==> src/rtl/masked_sel_pipe_reg.sv <==
// masked_sel_pipe_reg
//   Share-preserving select/enable register pipeline for masked-cipher
//   datapaths. Holds a SHARES-share, WIDTH-bit masked value in a DEPTH-stage
//   pipeline. Stage 0 captures either the load source (d0) or the
//   round-feedback source (d1). Every stage carries a valid bit. A fill
//   count and a full flag are derived from the valid bits.
//
//   Shares are never combined: the input mux works per bit and per share,
//   and every register is a plain DFF.
//
// Parameters
//   WIDTH   bits per share
//   SHARES  number of Boolean shares
//   DEPTH   pipeline stages (>= 1)
//
// Ports
//   clk      rising-edge clock
//   rst_n    asynchronous active-low reset (clears data and valids)
//   en       advance all stages together; hold when low
//   sel      stage-0 source select: 0 -> d0, 1 -> d1
//   in_vld   qualifies the stage-0 capture
//   flush    synchronous clear of all valid bits (data unaffected)
//   d0, d1   load / feedback sources, share s in [s*WIDTH +: WIDTH]
//   q        last-stage data
//   q_vld    last-stage valid
//   fill     number of valid stages
//   full     fill == DEPTH
//   zeroize  (only with MASKED_SEL_PIPE_ZEROIZE_EN) synchronous wipe of
//            all data and valid bits; overrides flush and en
//
// Optional build macro: MASKED_SEL_PIPE_ZEROIZE_EN

module masked_sel_pipe_reg #(
  parameter int WIDTH  = 4,
  parameter int SHARES = 3,
  parameter int DEPTH  = 2
) (
  input  logic                       clk,
  input  logic                       rst_n,
  input  logic                       en,
  input  logic                       sel,
  input  logic                       in_vld,
  input  logic                       flush,
`ifdef MASKED_SEL_PIPE_ZEROIZE_EN
  input  logic                       zeroize,
`endif
  input  logic [SHARES*WIDTH-1:0]    d0,
  input  logic [SHARES*WIDTH-1:0]    d1,
  output logic [SHARES*WIDTH-1:0]    q,
  output logic                       q_vld,
  output logic [$clog2(DEPTH+1)-1:0] fill,
  output logic                       full
);

  localparam int DW = SHARES * WIDTH;
  localparam int FW = $clog2(DEPTH + 1);

  logic [DW-1:0]    stage [DEPTH];
  logic [DEPTH-1:0] vld;
  logic [DW-1:0]    stage0_nxt;
  logic [FW-1:0]    fill_cnt;

  // Per-share, per-bit source mux; no share ever sees another's bits.
  for (genvar s = 0; s < SHARES; s++) begin : g_share_mux
    assign stage0_nxt[s*WIDTH +: WIDTH] = sel ? d1[s*WIDTH +: WIDTH]
                                              : d0[s*WIDTH +: WIDTH];
  end

  always_ff @(posedge clk or negedge rst_n) begin
    if (!rst_n) begin
      for (int unsigned i = 0; i < DEPTH; i++) begin
        stage[i] <= '0;
      end
      vld <= '0;
    end
`ifdef MASKED_SEL_PIPE_ZEROIZE_EN
    else if (zeroize) begin
      for (int unsigned i = 0; i < DEPTH; i++) begin
        stage[i] <= '0;
      end
      vld <= '0;
    end
`endif
    else begin
      // Data follows en only; flush acts on the valid bits alone.
      if (en) begin
        stage[0] <= stage0_nxt;
        for (int unsigned i = 1; i < DEPTH; i++) begin
          stage[i] <= stage[i-1];
        end
      end
      if (flush) begin
        vld <= '0;
      end else if (en) begin
        vld[0] <= in_vld;
        for (int unsigned i = 1; i < DEPTH; i++) begin
          vld[i] <= vld[i-1];
        end
      end
    end
  end

  always_comb begin
    fill_cnt = '0;
    for (int unsigned i = 0; i < DEPTH; i++) begin
      fill_cnt = fill_cnt + FW'(vld[i]);
    end
  end

  assign q     = stage[DEPTH-1];
  assign q_vld = vld[DEPTH-1];
  assign fill  = fill_cnt;
  assign full  = (fill_cnt == FW'(DEPTH));

endmodule

==> config.mk <==
export PLATFORM = sky130hd
export DESIGN_NAME = masked_sel_pipe_reg
export DESIGN_NICKNAME = d
export VERILOG_FILES = /design/src/rtl/masked_sel_pipe_reg.sv
export SDC_FILE = /design/constraint.sdc
export NUM_CORES = 1
export LEC_CHECK = 0
export ABC_AREA = 1
export BUFFER_PORTS_ARGS = -buffer_cell sky130_fd_sc_hd__buf_2
export CORE_UTILIZATION = 40
export DETAILED_ROUTE_END_ITERATION = 12
export GPL_ROUTABILITY_DRIVEN = 1
export PLACE_DENSITY = 0.72
export SYNTH_ARGS = -nofsm -noshare
export SYNTH_HDL_FRONTEND = slang
export SYNTH_SLANG_ARGS = --single-unit
==> constraint.sdc <==
create_clock -name clk -period 1.1 [get_ports clk]
set_input_delay 0.22 -clock clk [delete_from_list [all_inputs] [get_ports clk]]
set_output_delay 0.22 -clock clk [all_outputs]
set_load 0.03 [all_outputs]
==> results of run 1 <==
placed cells by master, fill, tap and decap left out, types with 2 or more instances in the layout:
master,instances
buf_2,29
buf_4,18
buf_6,16
clkbuf_4,3
dfrtp_1,25
inv_1,25
nand2_1,84
nand3_1,12
nor2_1,4
o21ai_0,2
stage by stage:
step	utilization (%)	hold slack (ns)
after floorplan	-	-0.0756
after global placement	47.3	0.244
after detailed placement	47.3	0.242
after CTS	55.1	0.124
after global routing	56.7	0.162
final	56.7	0.113
per-layer routing:
metal / track usage, % / vias to the layer above / routed length [um]
li1: - / 597 / -
met1: 18.6 / 481 / 1120
met2: 25.6 / 33 / 1210
met3: 1.73 / 6 / 105
met4: 7.97 / 0 / 64
met5: 0 / - / 0
worst register-to-register path: stages, from the launching register on:
cell,delay [ns]
dfrtp_1,0.44
buf_4,0.15
o21ai_0,0.17
nor2_1,0.06
worst max-delay path by stage:
stage | start | end | slack [ns]
after floorplan | vld[1] | fill[1] | 0.01
after global placement | vld[1] | fill[0] | 0.04
after detailed placement | vld[0] | fill[0] | 0.02
after CTS | vld[1] | fill[0] | -0.28
after global routing | vld[1] | fill[0] | -0.32
final | vld[1] | fill[0] | -0.29
power by group:
part / total, W / leakage [nW] / internal (W) / switching [W]
sequential: 0.00113 / 0.317 / 0.00106 / 0.0000664
clock: 0.000658 / 0.0279 / 0.000369 / 0.000289
combinational: 0.000647 / 0.724 / 0.000317 / 0.000330
total: 0.00243 / 1.07 / 0.00175 / 0.000686
layout make-up:
class | count | area [um^2] | area share (%)
Inverter | 27 | 104 | 5.90
Multi-Input combinational cell | 103 | 425 | 24.2
Tap cell | 44 | 55.1 | 3.13
Clock inverter | 1 | 30.0 | 1.71
Timing Repair Buffer | 64 | 470 | 26.7
Sequential cell | 26 | 652 | 37.1
Clock buffer | 3 | 22.5 | 1.28
state kept, by name, summed over array words and instances, names as in the netlist:
name / count
q: 12
stage: 12
vld: 2
logic make-up (layout without fill, tap and decap cells):
kind of cell	after synthesis	count (layout)	synth area share [%]
AOI/OAI and AO/OA	2	2	0.751
adders and majority gates	1	1	0.939
buffers and inverters	47	95	20.2
DFF	26	26	48.8
and+or+nand+nor	100	100	29.3
what timing repair did:
item	4_1_cts	5_1_grt
resized for setup	31	1
endpoints found under the hold margin	26	0
pin swaps	0	0
buffers inserted	11	6
hold buffers	1	0
endpoints found under the setup margin	16	16
==> results.py, run 1 <==
metrics = {
    "outcome": {
        "status": "complete, but fails checks",
        "violations": "negative setup slack",
    },
    "routing": {
        "first_pass_iters": 4,
        "drt_iter0_markers": 53,
        "vias_per_cell": 4.17,
        "drt-total-wl_um": 2510,
        "post_drt_wl_per_cell_um": 9.36,
        "antenna_left": 0,
        "num_vias": 1117,
        "drc": 0,
    },
    "sta": {
        "setup_tns_ns": -0.918,
        "setup_slack_ns": -0.286,
        "hold_violations": 0,
        "fin_crit_sh_pct": 126,
        "fin_skew_ns": 0.00686,
        "tightestPinTransition_ns": 0.561,
        "rsz0062_at_grt": "true",
        "slew_viol_final": 0,
        "setup_viol": 12,
        "slew_headroom_pct": 62.6,
        "fmax_mhz": 722,
        "post-route-min-period_ns": 1.39,
    },
    "flow_run": {
        "maxCapViolations": 0,
    },
    "synthesis": {
        "syn_nets": 207,
        "synthTopCellsByCount": "nand2_1 (84), dfrtp_1 (26), inv_1 (25)",
        "ys_seq_area_share_pct": 48.8,
        "yosysUniqueCellTypes": 11,
        "synth_area_leaders": "dfrtp_1 (49%), nand2_1 (24%), buf_4 (9.0%)",
        "syn_avg_cell_area_um2": 7.57,
        "synth.top_cell.area_share_pct": 48.8,
        "netlist_area_um2": 1330,
        "ys_seq_elements": 26,
        "async_flop_share_pct": 100,
        "synth_cells": 176,
        "synthFlopType": "dfrtp_1",
        "yosysTopAreaCell": "dfrtp_1",
        "yosysMostFrequentCell": "nand2_1",
        "synth-edff-count": 0,
        "yosysWarnings": 0,
    },
    "die": {
        "die_area_um2": 3570,
        "die_y_um": 59.7,
        "core-area_um2": 3100,
        "initial_utilization_pct": 42.9,
        "rows": 20,
        "io_pins": 46,
        "die_x_um": 59.7,
    },
    "grt": {
        "grt_pass1_vias": 957,
        "grt_max_degree": 27,
        "grt_pass1_wl_um": 3990,
        "grt.total_usage_pct": 15.0,
        "grt-ovfl-total": 0,
        "antenna_found_initial": 0,
    },
    "critical_path": {
        "cp_top_family": "flip-flops",
        "cpPeakStageDelay_ns": 0.45,
        "reg2reg_slack_ns": 0.20,
        "reg2reg_to": "vld[0]",
        "required_ns": 0.88,
        "r2r_start": "vld[0]",
        "critical_path_buf_inv_count": 1,
        "cp_cell_sequence": "ha_4 > buf_6",
        "worst_setup_path_end_kind": "output port",
        "crit_type": "reg -> out",
        "critPathLaunchType": "flip-flop",
        "slowest_stage": "dfrtp_2",
        "cp.arrival_ns": 1.17,
        "cp_max_fo": 2,
        "cp.depth": 2,
        "r2r_cells": 3,
    },
    "clock_tree": {
        "cts_max_path_buffers": 2,
        "cts_htree_levels": 1,
        "path_clk_slew_ns": 0.13,
        "clock_latency_ns": 0.33,
        "cts_tree": "built",
        "cts_root_buf": "clkbuf_4",
        "clock_sinks": 26,
        "cts_made_buffers": 3,
    },
    "cells_and_area": {
        "antenna_cells": 0,
        "areaGrowthSynthToFinish_pct": 32.0,
        "final_area_um2": 1760,
        "finalNetCount": 256,
        "final_cells": 268,
        "num-fill-cells": 323,
        "layout-drive-gt1-share_pct": 31.7,
    },
    "power": {
        "powerDensity_nw_per_um2": 1380,
        "peakVddDrop_uv": 533,
        "leakage_nw": 1.07,
        "power_w": 0.00243,
    },
    "worst_hold_path": {
        "hold_end": "vld[0]",
        "min-delay-start": "in_vld",
        "min_path_cells": 3,
        "min_path_type": "in -> reg",
    },
    "place": {
        "place_area_um2": 1470,
        "place_ws_ns": 0.0187,
        "place_inst": 246,
        "dpl.hpwl_um": 1640,
        "place.gp.congestion": 0.736,
        "port-buffer-count": 45,
    },
}
No activity file was read; power rests on OpenSTA's default activity.
==> inputs of run 2 (changes only) <==
==> constraint.sdc (replaced) <==
create_clock -name clk -period 1.1 [get_ports clk]
set_input_delay 0.22 -clock clk [delete_from_list [all_inputs] [get_ports clk]]
set_output_delay 0.22 -clock clk [all_outputs]
set_load 0.1 [all_outputs]
==> results.py, run 2 (same netlist as run 1, synthesis figures left out) <==
metrics = {
    "place": {
        "place_ws_ns": -0.0419,
        "place.gp.congestion": 0.716,
        "dpl.hpwl_um": 1860,
        "port-buffer-count": 45,
    },
    "sta": {
        "post-route-min-period_ns": 1.49,
        "fin_crit_sh_pct": 136,
        "slew_viol_final": 0,
        "slew_headroom_pct": 78.5,
        "timing.hold.ws_ns": 0.141,
        "setup_viol": 16,
        "hold_violations": 0,
        "rsz0062_at_grt": "true",
        "fmax_mhz": 669,
        "fin_skew_ns": 0.00157,
        "setup_slack_ns": -0.394,
        "tightestPinTransition_ns": 0.323,
    },
    "critical_path": {
        "cp_cell_sequence": "ha_4 > buf_12",
        "cp_max_fo": 2,
        "cp.arrival_ns": 1.27,
        "crit_type": "reg -> out",
        "required_ns": 0.88,
        "r2r_cells": 4,
        "cpPeakStageDelay_ns": 0.52,
        "slowest_stage": "dfrtp_4",
        "r2r_start": "vld[1]",
        "reg2reg_slack_ns": 0.08,
        "critPathLaunchType": "flip-flop",
        "reg2reg_to": "vld[1]",
        "worst_setup_path_end_kind": "output port",
    },
    "die": {
        "die_x_um": 59.7,
        "core-area_um2": 3100,
        "rows": 20,
        "initial_utilization_pct": 42.9,
        "die_area_um2": 3570,
        "die_y_um": 59.7,
        "io_pins": 46,
    },
    "worst_hold_path": {
        "min_path_cells": 4,
        "min_path_type": "in -> reg",
        "hold_end": "vld[1]",
        "min-delay-start": "flush",
    },
    "cells_and_area": {
        "areaGrowthSynthToFinish_pct": 39.2,
        "final_util_pct": 59.8,
        "final_cell_mix": "nand2_1 (84), buf_2 (29), inv_1 (25), dfrtp_1 (25), buf_12 (17)",
        "antenna_cells": 0,
        "layout_commonest_cell": "nand2_1",
        "num-fill-cells": 291,
        "finalNetCount": 251,
        "layout-drive-gt1-share_pct": 29.7,
    },
    "routing": {
        "vias_per_cell": 4.17,
        "met1Wirelength_um": 1170,
        "first_pass_iters": 3,
        "wl_met2_um": 1260,
        "drt_iter0_markers": 27,
        "post_drt_wl_per_cell_um": 9.61,
        "num_vias": 1098,
        "wl_met3_um": 70,
        "drc": 0,
        "drt-total-wl_um": 2530,
        "antenna_left": 0,
        "top_layer": "met4",
    },
    "power": {
        "powerDensity_nw_per_um2": 1430,
        "leakage_nw": 1.08,
        "peakVddDrop_uv": 533,
    },
    "clock_tree": {
        "cts_made_buffers": 3,
        "clock_sinks": 26,
        "clock_latency_ns": 0.31,
        "cts_tree": "built",
        "cts_root_buf": "clkbuf_4",
        "cts_htree_levels": 1,
        "path_clk_slew_ns": 0.13,
        "cts_max_path_buffers": 2,
    },
    "grt": {
        "grt_pass1_vias": 959,
        "grt_pass1_wl_um": 4190,
        "grt-ovfl-total": 0,
        "grt.total_usage_pct": 15.8,
        "antenna_found_initial": 0,
        "grt_max_degree": 27,
    },
    "outcome": {
        "status": "complete, but fails checks",
        "violations": "negative setup slack",
    },
    "flow_run": {
        "maxCapViolations": 0,
    },
}
-- run 2: layout make-up --
type	instances	area (um^2)	share of cell area (%)
sequential	26	654	35.3
timing repair buffer	59	589	31.8
inverter	27	104	5.60
tap	44	55.1	2.97
multi-input combinational	103	425	22.9
clock buffer	4	26.3	1.42
-- run 2: stage by stage --
step                setup TNS (ns)  cell area (um^2)  total power [W]  instances
floorplan                   -0.708              1360          0.00190        176
global placement           -0.0250              1740          0.00219        248
detailed placement         -0.0419              1740          0.00221        248
CTS                          -1.85              1820          0.00264        259
global route                 -2.34              1850          0.00278        263
finish                       -1.84              1850          0.00266        263
-- run 2: timing repair --
action / CTS / global route
setup buffers: 6 / 5
endpoints found under the hold margin: 10 / 0
setup endpoints to repair: 16 / 17
gates cloned: 0 / 0
hold buffers: 1 / 0
resized for setup: 1 / 2
pin swaps: 1 / 0
-- run 2: worst max path at each step --
| stage | cells past startpoint | slack, ns | to | from |
|---|---|---|---|---|
| final | 2 | -0.39 | fill[0] | vld[1] |
| after global routing | 2 | -0.43 | fill[0] | vld[1] |
| after CTS | 2 | -0.40 | fill[0] | vld[1] |
| after detailed placement | 2 | -0.04 | fill[0] | vld[1] |
| after global placement | 2 | -0.03 | fill[0] | vld[1] |
| after floorplan | 2 | -0.35 | fill[1] | vld[1] |
-- run 2: routing by layer --
metal	global-route usage, %	vias to the layer above
met4	3.99	0
met5	0	-
li1	-	588
met1	20.0	483
met2	28.6	25
met3	1.95	2
-- run 2: where the power goes --
part           switching [W]  internal [W]  total [W]
logic               0.000679      0.000421    0.00110
clock network       0.000266      0.000141   0.000408
registers          0.0000911       0.00106    0.00115
total                0.00104       0.00162    0.00266
-- run 2: worst max-delay path: cells and delay by family (launching register included) --
kind,cells,cell delay (ns)
buf+inv,1,0.16
flops,1,0.52
fa+ha+maj,1,0.28
==> inputs of run 3 (changes only) <==
RECOVER_POWER = 50   (was not set)
==> results.py, run 3 (same netlist as run 1, synthesis figures left out) <==
metrics = {
    "die": {
        "die_x_um": 59.7,
        "core-area_um2": 3100,
        "io_pins": 46,
        "die_y_um": 59.7,
        "rows": 20,
        "die_area_um2": 3570,
        "initial_utilization_pct": 42.9,
    },
    "sta": {
        "slew_headroom_pct": 48.6,
        "setup_viol": 16,
        "timing.hold.ws_ns": 0.140,
        "rsz0062_at_grt": "true",
        "hold_violations": 0,
        "setup_slack_ns": -0.394,
        "fmax_mhz": 670,
        "fin_crit_sh_pct": 136,
        "tightestPinTransition_ns": 0.772,
        "fin_skew_ns": 0.00158,
        "slew_viol_final": 0,
        "post-route-min-period_ns": 1.49,
    },
    "critical_path": {
        "cp.arrival_ns": 1.27,
        "slowest_stage": "dfrtp_4",
        "cp_top_family": "flip-flops",
        "critPathLaunchType": "flip-flop",
        "critical_path_buf_inv_count": 1,
        "required_ns": 0.88,
        "r2r_cells": 4,
        "r2r_start": "vld[1]",
        "cp_cell_sequence": "ha_4 > buf_12",
        "reg2reg_to": "vld[1]",
        "reg2reg_slack_ns": 0.08,
        "cp_max_fo": 2,
        "cpPeakStageDelay_ns": 0.52,
        "worst_setup_path_end_kind": "output port",
        "crit_type": "reg -> out",
    },
    "routing": {
        "antenna_left": 0,
        "drt_iter0_markers": 33,
        "drc": 0,
        "num_vias": 1098,
        "first_pass_iters": 4,
        "vias_per_cell": 4.17,
        "drt-total-wl_um": 2510,
        "post_drt_wl_per_cell_um": 9.55,
    },
    "cells_and_area": {
        "num-fill-cells": 293,
        "finalNetCount": 251,
        "layout_commonest_cell": "nand2_1",
        "areaGrowthSynthToFinish_pct": 38.0,
        "final_util_pct": 59.3,
        "final_cell_mix": "nand2_1 (84), buf_2 (27), inv_1 (25), dfrtp_1 (25), buf_12 (16)",
        "final_area_um2": 1840,
        "final_cells": 263,
        "layout-drive-gt1-share_pct": 28.8,
        "antenna_cells": 0,
    },
    "worst_hold_path": {
        "hold_end": "vld[1]",
        "min-delay-start": "flush",
        "min_path_cells": 4,
        "min_path_type": "in -> reg",
    },
    "clock_tree": {
        "clock_latency_ns": 0.31,
        "cts_max_path_buffers": 2,
        "clock_sinks": 26,
        "cts_made_buffers": 3,
        "cts_htree_levels": 1,
        "path_clk_slew_ns": 0.13,
        "cts_root_buf": "clkbuf_4",
        "cts_tree": "built",
    },
    "grt": {
        "grt.total_usage_pct": 15.8,
        "grt_pass1_wl_um": 4190,
        "antenna_found_initial": 0,
        "grt_pass1_vias": 959,
        "grt-ovfl-total": 0,
        "grt_max_degree": 27,
    },
    "power": {
        "leakage_nw": 1.07,
        "power_w": 0.00265,
        "peakVddDrop_uv": 533,
        "powerDensity_nw_per_um2": 1440,
    },
    "place": {
        "place.gp.congestion": 0.716,
        "port-buffer-count": 45,
        "place_area_um2": 1740,
        "dpl.hpwl_um": 1860,
        "place_inst": 248,
    },
    "flow_run": {
        "maxCapViolations": 0,
    },
    "outcome": {
        "violations": "negative setup slack",
        "status": "complete, but fails checks",
    },
}
-- run 3: changes by cell type in the layout (fill, tap and decap cells not counted), sizes merged --
| cell | before | now |
|---|---|---|
| buf | 58 | 56 |
| clkbuf | 4 | 6 |
-- run 3: final cells by class --
cell class              instances  area (um^2)  share of cell area, %
flip-flops and latches         26          654                   35.6
clock buffers                   4         26.3                   1.43
inverters                      27          104                   5.65
multi-input cells             103          425                   23.1
repair buffers                 59          574                   31.2
well taps                      44         55.1                   2.99
-- run 3: per-layer routing --
metal,global-route usage (%),routed length [um]
met5,0,0
met2,28.6,1250
met4,3.99,26
met3,1.95,74
met1,20.0,1160
-- run 3: worst max-delay path by stage --
stage | start | to | slack (ns) | cells past startpoint
floorplan | vld[1] | fill[1] | -0.35 | 2
global placement | vld[1] | fill[0] | -0.03 | 2
detailed placement | vld[1] | fill[0] | -0.04 | 2
CTS | vld[1] | fill[0] | -0.40 | 2
global route | vld[1] | fill[0] | -0.43 | 2
finish | vld[1] | fill[0] | -0.39 | 2
-- run 3: per-stage QoR --
| stage | worst slack, ns | setup TNS (ns) |
|---|---|---|
| after floorplan | -0.348 | -0.708 |
| after global placement | -0.0250 | -0.0250 |
| after detailed placement | -0.0419 | -0.0419 |
| after CTS | -0.399 | -1.85 |
| after global routing | -0.430 | -3.34 |
| final | -0.394 | -1.82 |
-- run 3: what timing repair did --
| action | CTS | global route |
|---|---|---|
| endpoints found under the setup margin | 16 | 17 |
| resized for setup | 1 | 2 |
| endpoints found under the hold margin | 10 | 0 |
| pin swaps | 1 | 0 |
| setup buffers | 6 | 5 |
| hold buffers | 1 | 0 |
-- run 3: worst register-to-register path, stage by stage (launching register included) --
cell	delay [ns]
dfrtp_4	0.52
buf_4	0.14
buf_6	0.11
o21ai_1	0.11
nor2_1	0.05
-- run 3: power breakdown --
group	switching [W]	leakage [nW]	internal (W)
Combinational	0.000678	0.739	0.000415
Clock	0.000265	0.0150	0.000141
Sequential	0.0000912	0.317	0.00106
